<file path="src/rtl/syn_current.sv">
// Synaptic current stage: latches spikes between ticks, holds per-input weights,
// and produces a leaky saturating current on each tick. Optional macro: SYN_INHIB_EN.
module syn_lane #(
    parameter int W = 8
) (
    input  logic         clk,
    input  logic         reset,
    input  logic         spike,
    input  logic         tick,
    input  logic         wr_en,
    input  logic [W-1:0] wr_data,
    output logic [W-1:0] contrib
);
    logic         pending;
    logic [W-1:0] weight;

    // A spike coincident with tick is consumed by that update, never carried.
    always_ff @(posedge clk) begin
        if (reset) begin
            pending <= 1'b0;
            weight  <= '0;
        end else begin
            if (tick)       pending <= 1'b0;
            else if (spike) pending <= 1'b1;
            if (wr_en)      weight  <= wr_data;
        end
    end

    assign contrib = (pending | spike) ? weight : '0;
endmodule

module syn_current #(
    parameter int N_IN        = 4,
    parameter int W           = 8,
    parameter int DECAY_SHIFT = 2
) (
    input  logic                    clk,
    input  logic                    reset,
    input  logic [N_IN-1:0]         spikes_in,
`ifdef SYN_INHIB_EN
    input  logic [N_IN-1:0]         inhib,
`endif
    input  logic                    tick,
    input  logic                    wr_en,
    input  logic [$clog2(N_IN)-1:0] wr_addr,
    input  logic [W-1:0]            wr_data,
    output logic [W-1:0]            current,
    output logic                    current_valid,
    output logic                    sat
);
    localparam int AW = $clog2(N_IN);
    localparam int SW = W + AW + 1;

    logic [N_IN-1:0][W-1:0] contrib;
    logic [N_IN-1:0]        lane_we;
    logic [W-1:0]           decayed;
    logic [W-1:0]           cur_nxt;
    logic                   over;

    // Addresses beyond N_IN-1 match no lane and are dropped.
    for (genvar g = 0; g < N_IN; g++) begin : g_dec
        assign lane_we[g] = wr_en && (wr_addr == AW'(g));
    end

    syn_lane #(.W(W)) u_lane [N_IN-1:0] (
        .clk     (clk),
        .reset   (reset),
        .spike   (spikes_in),
        .tick    (tick),
        .wr_en   (lane_we),
        .wr_data (wr_data),
        .contrib (contrib)
    );

    assign decayed = current - (current >> DECAY_SHIFT);

`ifdef SYN_INHIB_EN
    logic [SW-1:0]        sum_exc, sum_inh;
    logic signed [SW:0]   nxt_s;
    logic                 neg;

    always_comb begin
        sum_exc = '0;
        sum_inh = '0;
        for (int i = 0; i < N_IN; i++) begin
            if (inhib[i]) sum_inh = sum_inh + SW'(contrib[i]);
            else          sum_exc = sum_exc + SW'(contrib[i]);
        end
        nxt_s = $signed({1'b0, SW'(decayed)}) + $signed({1'b0, sum_exc})
              - $signed({1'b0, sum_inh});
        neg   = nxt_s[SW];
        over  = !neg && (nxt_s[SW-1:W] != '0);
        if (neg)       cur_nxt = '0;
        else if (over) cur_nxt = '1;
        else           cur_nxt = nxt_s[W-1:0];
    end
`else
    logic [SW-1:0] sum_exc, nxt;

    always_comb begin
        sum_exc = '0;
        for (int i = 0; i < N_IN; i++)
            sum_exc = sum_exc + SW'(contrib[i]);
        nxt     = SW'(decayed) + sum_exc;
        over    = nxt[SW-1:W] != '0;
        cur_nxt = over ? '1 : nxt[W-1:0];
    end
`endif

    always_ff @(posedge clk) begin
        if (reset) begin
            current       <= '0;
            current_valid <= 1'b0;
            sat           <= 1'b0;
        end else begin
            current_valid <= tick;
            if (tick) begin
                current <= cur_nxt;
                sat     <= over;
            end
        end
    end
endmodule

</file>
<file path="config.mk">
export PLATFORM = sky130hd
export DESIGN_NAME = syn_current
export DESIGN_NICKNAME = d
export VERILOG_FILES = /design/src/rtl/syn_current.sv
export SDC_FILE = /design/constraint.sdc
export NUM_CORES = 1
export LEC_CHECK = 0
export BUFFER_PORTS_ARGS = -buffer_cell sky130_fd_sc_hd__buf_2
export CAP_MARGIN = 10
export CORE_UTILIZATION = 40
export CTS_CLUSTER_DIAMETER = 50
export DETAILED_ROUTE_END_ITERATION = 8
export PLACE_DENSITY = 0.66
export SYNTH_ARGS = -nofsm -noshare
export SYNTH_HDL_FRONTEND = slang
export SYNTH_HIERARCHICAL = 1
export SYNTH_SLANG_ARGS = --single-unit
</file>
<file path="constraint.sdc">
create_clock -name clk -period 5.4 [get_ports clk]
set_clock_uncertainty 0.15 [all_clocks]
set_input_delay 0.54 -clock clk [delete_from_list [all_inputs] [get_ports clk]]
set_output_delay 0.54 -clock clk [all_outputs]
set_load 0.02 [all_outputs]
</file>
* Yosys cells after proc, flatten, opt, wreduce, memory -nomap -nowiden
Cells that the tools add are included.
W data, S select, Z words.
** Word-level totals
- Bits in registers :: 46
- Input bits :: 18
- Output and inout bits :: 10
- Logic and storage cells :: 35
** Operators by class
- $add $sub $neg :: 5
- Equality and inequality tests :: 3
- Mux-type cells :: 5
- Bitwise operators :: 4
- Reductions and logical operators :: 7
** Operator list (number)
- $mux W8 :: 5
- $add A10 B8 Y11 :: 1
- $add A8 B11 Y11 :: 1
- $add A9 B8 Y10 :: 1
- $add A8 B8 Y9 :: 1
- $sub A8 B6 Y8 :: 1
- $eq A2 B2 Y1 const B :: 2
- $logic_and A1 B1 Y1 :: 4
- $or A1 B1 Y1 :: 4
- $reduce_bool A3 Y1 :: 1
- $eq A2 B1 Y1 const B :: 1
- $logic_not A2 Y1 :: 1
- $reduce_or A2 Y1 :: 1

* Depth between registers and ports, before layout
- Word-level depth :: 8
- Mapped depth :: 18
- Depth with buffers taken out :: 18

* By module
Netlist, hierarchy kept.
** By module, submodules not included
- syn_current :: times used 1, cells an instance 208, area an instance 1720.4 sq um, sequential area each 200.2 sq um
- syn_lane :: times used 4, cells an instance 37, area an instance 372.9 sq um, sequential area each 180.2 sq um

* Worst setup path after synthesis
OpenSTA, ideal clock, no wires.
- Path kind :: input to register
- Start :: in spikes_in[1]
- End :: reg current[3]
- Arrival time :: 4054 ps
- Data required time :: 5111 ps
- Slack :: 1056 ps
- Stages :: 16
- Cell sequence :: nor2_4 -> nor2b_1 -> inv_1 -> fa_1 -> fa_1 -> fa_1 -> inv_1 -> ha_1 -> inv_1 -> fa_1 -> nor2b_4 -> o31a_4 -> a21oi_1 -> mux2_2 -> a211oi_4 -> a211oi_1
** RTL lines
- from (decl) :: line 39 : input logic [N_IN-1:0] spikes_in,
- to (signal assigned) :: line 118 : current <= cur_nxt;
- to (decl) :: line 47 : output logic [W-1:0] current,

==> flow_summary.ini <==
[final_layout]
syn2layout_area_growth_pct = 8.960
multi_input_area_um2 = 1941
seqCellArea_um2 = 920.9
nNetsFinal = 440
diodes = 0
layout_commonest_cell = inv_1
drive_above_1_share = 0.1204
final_cell_area_um2 = 3500
utilization = 0.4529
n_fill_cell = 768
final_cell_mix = 74 x inv_1, 47 x nor2_1, 46 x dfxtp_1

[cts]
clkTransAtPathRegs_ns = 0.09
htreeDepth = 2
cts_resized = 0
cts_sinks = 46
postCtsHoldBufs = 0
clock_path_buffers = 2
numCtsBuffers = 5
cts-root-buf = clkbuf_8
cts_setup_buffers = 0
cts_tree = done
worstSkewPairLatency_ns = 0.30

[synth]
synth-edff-count = 0
syn_area_um2 = 3212
ys_types = 36
synthDominantCellAreaShare = 0.2867
ys_ff_latch = 46
yosysSeqAreaShare = 0.2867
synthXorXnorAreaFrac = 0.02727
avgSynthCellArea_um2 = 9.022
synthSimpleGateAreaFrac = 0.1691
synth_compound_area_frac = 0.08882
synth_nets = 415
yosys.area.top_type = dfxtp_1
synth.area.mux_share = 0.1032
ys.flop_type = dfxtp_1
synthAdderAreaFrac = 0.2158
synth_top_family_by_area = adder cells
synthTopCellsByArea = dfxtp_1 29%, fa_1 15%, mux2i_1 10%, inv_1 8.6%, nor2b_1 6.8%
ys_warn_count = 6
synth_cells = 356
synthArstFlopShare = 0

[sta]
slew_viol_final = 0
finalSetupViolations = 0
period_share = 0.8221
rsz0062_at_grt = false
final_hold_viol_count = 0
setup_tns_ns = 0
worst_slew_pin_slew_ns = 0.9037
slew_headroom = 0.3953
period_minus_slack_ns = 4.440
max_freq_mhz = 225.2

[drt]
vias = 2217
via_per_inst = 4.581
drcViolationCount = 0
ant_nets = 0
dr.pass1.iters = 4
wl_per_cell_um = 11.82
drtIter0Drc = 34
wl_um = 5723

[placement]
gp_congestion = 0.8703
place_hpwl_um = 4579
io_buffers = 27
placed_cell_area_um2 = 3410

[grt]
globalRouteTotalUtil = 0.1483
overflow = 0
grt_pass1_vias = 2129
grt_max_degree = 47
antenna_found_initial = 0
grt_pass1_wl_um = 10010

[setup_path]
start_kind = flip-flop
endpoint_kind = flip-flop
worstSetupPathType = flip-flop to flip-flop
critPathMaxFanout = 9
crit_arrival_ns = 4.44
crit_required_ns = 5.40
r2r_slack_ns = 0.96

[die]
fp.dieW_um = 91.61
initial_core_util = 0.4156
rows = 32
die_h_um = 91.61
io-pin-count = 28
coreArea_um2 = 7727
dieArea_um2 = 8391

[worst_hold_path]
hp-class = flip-flop to flip-flop

[flow_run]
max_cap_violations = 0

[run_status]
run_status = finished clean

[power_and_ir_drop]
p_per_area_nw_per_um2 = 452.6
leakage_nw = 1.567
power.total_mw = 1.584
ir_worst_vdd_mv = 0.1596
path summary, 6_finish.rpt:
kind | start | end | depth (start not counted)
worst max-delay path | u_lane[1]/pending$_SDFFE_PP0P_ | current[2]$_SDFFE_PP0P_ | 16
worst min-delay path | u_lane[1]/weight[2]$_SDFFE_PP0P_ | u_lane[1]/weight[2]$_SDFFE_PP0P_ | 2
worst max register to register | u_lane[1]/pending$_SDFFE_PP0P_ | current[2]$_SDFFE_PP0P_ | 16
worst min register to register | u_lane[1]/weight[2]$_SDFFE_PP0P_ | u_lane[1]/weight[2]$_SDFFE_PP0P_ | 2
state kept, by name (all words and copies together) (netlist names):
name,flops
u_lane/pending,4
sat,1
current,8
u_lane/weight,32
current_valid,1
report_power, final:
group / switching (mW) / internal [mW]
clock network: 0.125 / 0.0912
registers: 0.0331 / 0.375
logic: 0.544 / 0.417
total: 0.702 / 0.882
area by class of cell:
class                      instances  share of cell area
sequential                        46              0.2631
timing repair buffer              28             0.04076
multi-input combinational        226              0.5545
clock inverter                     3            0.006078
inverter                          74             0.07937
clock buffer                       5             0.01966
tap                              102             0.03647
cells by family (layout without fill, tap and decap cells):
group	count (synthesis)	count (layout)
AO/OA/AOI/OAI	38	38
XOR/XNOR	10	10
adder cells (fa/ha/maj)	41	41
buffers and inverters	84	110
flip-flops	46	46
multiplexers	33	33
AND/OR/NAND/NOR	104	104
synthesized netlist by cell type (5+ instances only):
library cell,count
inv_1,74
nor2_1,47
dfxtp_1,46
nor2b_1,35
mux2i_1,32
fa_1,24
ha_1,17
a211oi_1,8
a21oi_1,7
nand2_1,6
o21ai_0,6
xor2_1,6
nor3_1,5
metrics by stage:
stage / hold WS, ns / setup slack, ns / std cells
CTS: 0.3501 / 0.9182 / 484
detailed placement: 0.3273 / 0.5977 / 476
global route: 0.3726 / 0.7063 / 484
finish: 0.3460 / 0.9604 / 484
floorplan: 0.3020 / 1.056 / 356
global placement: 0.3143 / 0.7183 / 476
worst max-delay path, cell delays in order (launching register included):
cell	delay, ns
dfxtp_1	0.34
nor2_4	0.22
nor2b_1	0.08
inv_1	0.08
fa_1	0.44
fa_1	0.50
fa_1	0.54
inv_1	0.04
ha_1	0.23
inv_1	0.08
fa_1	0.24
nor2b_4	0.06
o31a_4	0.28
a21oi_1	0.18
mux2_2	0.38
a211oi_4	0.33
a211oi_1	0.14
metal layers:
metal,share of wire,GRT usage
met1,0.52,0.2078
met2,0.44,0.2350
met3,0.027,0.02513
met4,0.011,0.03968
met5,0,0
Note: power is estimated with default switching activity, not from simulation.
